File: config.mk
export PLATFORM = sky130hd
export DESIGN_NAME = pipe_stage_reg
export DESIGN_NICKNAME = d
export VERILOG_FILES = /design/src/rtl/pipe_stage_reg.sv
export SDC_FILE = /design/constraint.sdc
export NUM_CORES = 1
export LEC_CHECK = 0
export BUFFER_PORTS_ARGS = -buffer_cell sky130_fd_sc_hd__buf_2
export CELL_PAD_IN_SITES_DETAIL_PLACEMENT = 2
export CELL_PAD_IN_SITES_GLOBAL_PLACEMENT = 2
export CORE_MARGIN = 2
export CORE_UTILIZATION = 38
export DETAILED_ROUTE_END_ITERATION = 16
export GPL_ROUTABILITY_DRIVEN = 0
export GPL_TIMING_DRIVEN = 0
export PLACE_DENSITY_LB_ADDON = 0.1
export SYNTH_ARGS = -nofsm -noshare
export SYNTH_HDL_FRONTEND = slang
export SYNTH_SLANG_ARGS = --single-unit
export TNS_END_PERCENT = 100
File: constraint.sdc
create_clock -name clk -period 2.85 [get_ports clk]
set_input_delay 0.4275 -clock clk [delete_from_list [all_inputs] [get_ports clk]]
set_output_delay 0.4275 -clock clk [all_outputs]
set_load 0.02 [all_outputs]
File: src/rtl/pipe_stage_reg.sv
// Valid/ready pipeline stage register with a 2-entry skid buffer.
// Optional stall/flush perf counters under PIPE_STAGE_PERF_EN.
module pipe_stage_reg #(
  parameter int WIDTH = 96,
  parameter logic [WIDTH-1:0] FLUSH_VALUE = '0
`ifdef PIPE_STAGE_PERF_EN
  , parameter int CNT_W = 32
`endif
) (
  input  logic             clk,
  input  logic             rst,
  input  logic             in_valid,
  output logic             in_ready,
  input  logic [WIDTH-1:0] in_data,
  input  logic             flush,
  output logic             out_valid,
  input  logic             out_ready,
  output logic [WIDTH-1:0] out_data
`ifdef PIPE_STAGE_PERF_EN
  , output logic [CNT_W-1:0] stall_cnt
  , output logic [CNT_W-1:0] flush_cnt
`endif
);

  logic [WIDTH-1:0] main_data;
  logic [WIDTH-1:0] skid_data;
  logic             skid_valid;
  logic             in_fire;
  logic             out_fire;

  // in_ready depends only on registered state
  assign in_ready = !skid_valid;
  assign out_data = main_data;
  assign in_fire  = in_valid & in_ready;
  assign out_fire = out_valid & out_ready;

  always_ff @(posedge clk or negedge rst) begin
    if (!rst) begin
      main_data  <= FLUSH_VALUE;
      skid_data  <= FLUSH_VALUE;
      out_valid  <= 1'b0;
      skid_valid <= 1'b0;
    end else if (flush) begin
      main_data  <= FLUSH_VALUE;
      skid_data  <= FLUSH_VALUE;
      out_valid  <= 1'b0;
      skid_valid <= 1'b0;
    end else begin
      unique case (1'b1)
        (!skid_valid && !out_valid): begin
          if (in_fire) begin
            main_data <= in_data;
            out_valid <= 1'b1;
          end
        end
        (!skid_valid && out_valid): begin
          if (in_fire && out_fire) begin
            main_data <= in_data;
          end else if (in_fire) begin
            skid_data  <= in_data;
            skid_valid <= 1'b1;
          end else if (out_fire) begin
            main_data <= FLUSH_VALUE;
            out_valid <= 1'b0;
          end
        end
        skid_valid: begin
          if (out_fire) begin
            main_data  <= skid_data;
            skid_data  <= FLUSH_VALUE;
            skid_valid <= 1'b0;
          end
        end
      endcase
    end
  end

`ifdef PIPE_STAGE_PERF_EN
  // Saturating counters; flush does not clear them
  always_ff @(posedge clk or negedge rst) begin
    if (!rst) begin
      stall_cnt <= '0;
      flush_cnt <= '0;
    end else begin
      if (in_valid && !in_ready && stall_cnt != '1)
        stall_cnt <= stall_cnt + CNT_W'(1);
      if (flush && flush_cnt != '1)
        flush_cnt <= flush_cnt + CNT_W'(1);
    end
  end
`endif

endmodule

Word level (Yosys, flattened, before mapping)
Index checks and enable logic that the tools add are counted.
Operators by class
  equality and inequality tests: 8
  bitwise logic cells: 2
  reduce and logical (&&, ||, !) cells: 10
  mux-type cells: 21
Operators with widths (number)
  2-to-1 mux 96 bit: 8
  case mux 96 bit (3 select lines): 1
  case mux 96 bit (2 select lines): 1
  != test 3 bit (second input constant): 5
  2-to-1 mux 1 bit: 9
  != test 4 x 3 -> 1 bit (second input constant): 2
  AND reduction 4 bit: 2
  nonzero test 3 bit: 2
  AND reduction 5 bit: 1
  case mux 1 bit (2 select lines): 2
  logical AND 1 bit: 3
  != test 3 x 2 -> 1 bit (second input constant): 1
  AND 1 bit: 2
  zero test 1 bit: 2
Word-level totals
  word-level logic and storage cells: 45
  input port bits: 101
  register bits: 194
  output and inout port bits: 98

Longest topological paths before layout
  depth after elaboration: 6
  mapped depth: 6
  mapped depth without buffers: 3

Worst setup path after synthesis
No wires, ideal clock.
  path kind: flip-flop to flip-flop
  from: register out_valid
  to: register main_data[0], in the netlist out_data[0]
  arrival time: 1420 ps
  cell stages (with the launch flop): 7
  required time: 2728 ps
  path buffers: 3
  setup time: 122 ps
  setup slack: 1308 ps
  clock period less this slack: 1542 ps
  cells stage by stage: dfrtp_1 a21bo_1 clkbuf_1 buf_6 buf_6 a31oi_1 o2bb2ai_1
On the way
  cells in the longest elaborated chain, start to end: 5
  elaborated cells on any way between the ends: 13
  those cells by class: 4 x eq/ne; 3 x mux; 1 x bitwise; 5 x reduce/logical
RTL lines
  from (decl): RTL line 16  | output logic out_valid,
  from (signal assigned): RTL line 41  | out_valid <= 1'b0;
  from (signal assigned): RTL line 46  | out_valid <= 1'b0;
  from (signal assigned): RTL line 53  | out_valid <= 1'b1;
  AND 1 bit: RTL line 35  | assign out_fire = out_valid & out_ready;
  logical AND 1 bit: RTL line 57  | if (in_fire && out_fire) begin
  2-to-1 mux 96 bit: RTL line 57
  case mux 96 bit (3 select lines): RTL line 49  | unique case (1'b1)
  2-to-1 mux 96 bit: RTL line 43  | end else if (flush) begin
  to (signal assigned): RTL line 52  | main_data <= in_data;
  to (signal assigned): RTL line 58  | main_data <= in_data;
  to (signal assigned): RTL line 69  | main_data <= skid_data;
  to (decl): RTL line 25  | logic [WIDTH-1:0] main_data;
Several ways; a longest one is shown, not always the timed one.
A chain may end at the register's enable or synchronous reset.

Worst setup path in the final report
  from: register skid_valid
  to: output in_ready
On the way
  cells in the longest elaborated chain, start to end: 1
RTL lines
  from (decl): RTL line 27  | logic skid_valid;
  from (signal assigned): RTL line 42  | skid_valid <= 1'b0;
  from (signal assigned): RTL line 47  | skid_valid <= 1'b0;
  from (signal assigned): RTL line 61  | skid_valid <= 1'b1;
  zero test 1 bit: RTL line 32  | assign in_ready = !skid_valid;
  to (decl): RTL line 13  | output logic in_ready,
Every way passes these cells.

==> summary.md <==
| Metric | Value |
|---|---|
| Synth top area cells | `dfrtp_1 (58%), a32o_1 (11%), o2bb2ai_1 (10%)` |
| Final Slew Violations | `0` |
| Cells after Synth | `678` |
| CP bufs+invs | `4` |
| Die ar. | `23300 sq um` |
| Simple-gate portion of the synthesized area | `8.21%` |
| Vias in the first global route | `7875` |
| Worst-Margin Slew | `~850 ps` |
| Commonest cells post-synth | `dfrtp_1 (194), and2_1 (98), a31oi_1 (96), a32o_1 (96), o2bb2ai_1 (96)` |
| H-tree depth | `4` |
| Final period utilization | `slightly above 80%` |
| Cell taking the most area after synthesis | `dfrtp_1` |
| Top cell by count, worst path | `buf_2` |
| Setup TNS | `0 ps` |
| Final min period | `2360 ps` |
| Clk sink count | `approximately 190` |
| Switching power total | `~1.8 mW` |
| Chip width | `about 150 um` |
| Crit path kind | `flop to output port` |
| Row count | `54` |
| Via count | `7008` |
| Placed insts | `1156` |
| Share of the synthesized area in the top cell type | `57.7%` |
| Post-synthesis mux area share | `0%` |
| Async SR Flop Fraction | `between 90% and 100%` |
| Distinct cell type count after synthesis | `23` |
| Seq/Total Area, Yosys | `57.7%` |
| Clk_skew | `around 12 ps` |
| Comb pwr share | `between 10% and 20%` |
| Synth Warn # | `0` |
| Largest fanout on the critical path | `10` |
| CP endpoint kind | `output port` |
| Tightest hold margin | `-29.5 ps` |
| CTS Buffer Depth | `2` |
| Vias per cell | `a little under 6` |
| Core area | `around 22000 sq um` |
| Final Non-Filler Cells | `around 1200` |
| Drt total wl | `approximately 28 mm` |
| Hpwl dp | `roughly 19 mm` |
| Die height | `between 150 and 200 um` |
| Post-CTS Setup Bufs | `0` |
| # setup viols final | `0` |
| PnR Total Power | `approximately 6.3 mW` |
| Post-synthesis xor/xnor area fraction | `0%` |
| Input/output buffers | `197` |
| Mean Syn Cell Area | `roughly 12 sq um` |
| Clock share of power | `38.2%` |
| Synth Area in Compound Gates | `between 20% and 30%` |
| First-pass GRT wire length | `between 40 and 50 mm` |
| Post-synth EDFFs | `0` |
| Worst-path cell with the longest stage delay | `clkbuf_1` |
| Final hold violation count | `7` |
| Max frequency | `roughly 420 MHz` |
| Crit-path leading delay family | `buffers and inverters` |
| Critical path launch point type | `flop` |
| Area after DPL | `9790 sq um` |
| Internal Power | `between 4 and 5 mW` |
| Critical path depth in cells | `4` |
| Largest net degree at the start of global routing | `104` |
| Share of cells above drive strength 1 | `between 20 and 30%` |
| CTS resizes | `0` |
| Outcome | `finished, violations left` |
| Area Growth Syn to Fin | `23.3%` |
| Cts bufs inserted | `17` |
| R2R cell count | `6` |
| Total grt overflow | `0` |
| Worst reg2reg path startpoint | `skid_valid` |
| Rel. slew slack | `~44%` |
| Sw frac | `between 20 and 30%` |
| Yosys reg bits | `roughly 190` |
| Power density cells | `about 600 nW/um^2` |
| Hold_buf cts | `0` |
| Max IR drop VDD | `roughly 0.33 mV` |
| Wirelength per Cell | `23.1 um` |
| Insertion delay to the later sink of the worst-skew pair | `around 440 ps` |
| Hold Path Class | `input port to async pin` |
| Critical Path RT | `2420 ps` |
| Post-route cell area | `10400 sq um` |
| DRT Pass-1 Iters | `4` |
| Fin nets | `about 1000` |
| Synth Flop Type | `dfrtp_1` |
| Final ANT Viol Nets | `0` |
| Main combinational cell family by area after synthesis | `compound AO/OA/AOI/OAI gates` |
| Post-synthesis adder-cell area fraction | `0%` |
| RSZ-0062 raised after global routing | `no` |
| Critical path cell sequence | `buf_2, inv_2, clkbuf_1, buf_2` |
| CTS tree | `built` |
| Failing checks | `negative hold slack` |
| Initial DRC count | `roughly 300` |
| Most common cell in the netlist | `dfrtp_1` |
| Ports | `roughly 200` |
| GRT Util Overall | `between 20 and 25%` |
| Mapped cell area | `about 8400 sq um` |
| Sequential Power Share | `between 40 and 50%` |
| Net Count, Synth | `roughly 780` |
| CP arrival | `between 1500 and 2000 ps` |
| Residual DRC count | `0` |
| Largest stage delay, worst path | `just over 400 ps` |
| CTS clk-pin slew, worst paths | `70 ps` |
| Critical Path Start | `skid_valid` |
| Initial Utilization | `between 30% and 40%` |
| Leakage Power | `about 4.9 nW` |
| Max-cap violations | `0` |
| Initial antenna violation count | `4` |
| Root Driver | `clkbuf_16` |
layer usage:
layer  track usage, %  vias up  wire [um]
met2             41.1      172      14000
met3             4.29       23       1110
met5                0        -         13
met1             32.1     3689      12000
li1                 -     3122          -
met4             6.13        2        374
registers in the layout, indices dropped and copies added (netlist names):
| signal | cells |
|---|---|
| skid_valid | 1 |
| out_data | 96 |
| skid_data | 96 |
| out_valid | 1 |
cell usage in the layout, fill, tap and decap left out, types with 2 or more instances in the layout:
cell type and n:
and2_1 98, buf_2 216, a31oi_1 96, clkinvlp_4 3
diode_2 3, clkbuf_8 2, clkbuf_16 17, dfrtp_1 194
clkbuf_1 51, a32o_1 96, inv_6 3, o21ai_2 2
clkinv_4 3, buf_4 2, buf_6 9, inv_2 2
a21oi_1 2, o2bb2ai_1 96
metrics by stage:
stage                     util, %  setup slack (ps)  hold WS [ps]
after floorplan                 -              1310           132
after global routing         47.7               317          75.5
after global placement       44.8             -1780           465
after CTS                    47.6               444          56.4
after detailed placement     45.0               772           468
final                        47.7               490         -29.5
final timing paths:
path	to	slack, ps
setup reg to reg	out_data[17]	860
setup / recovery	in_ready	490
hold / removal	skid_data[20]	-30
hold reg to reg	out_data[79]	480
max in group asynchronous	skid_data[78]	1910
min in group clk	skid_data[69]	220
power groups by stage:
stage	sequential [mW]	combinational, mW	clock, mW
after floorplan	3.13	0.361	0
after global placement	3.01	0.873	0
after detailed placement	3.02	0.912	0
after CTS	2.97	0.917	2.45
after global routing	2.98	0.987	2.57
final	2.97	0.903	2.40
logic make-up (layout without fill, tap and decap cells):
kind of cell | Yosys count | after routing
AND/OR/NAND/NOR | 104 | 104
buffers and inverters | 86 | 316
AO/OA/AOI/OAI | 294 | 294
other | 0 | 3
flip-flops | 194 | 194
layout make-up:
type	count	area, sq um
Fill cell	2254	11400
Timing Repair Buffer	198	1020
Tap cell	280	350
Clock inverter	12	121
Sequential cell	194	4850
Clock buffer	20	457
Buffer	83	413
Inverter	3	11.3
Multi-Input combinational cell	398	3140
Antenna cell	3	7.51
Power figures use the tool's default switching activity.
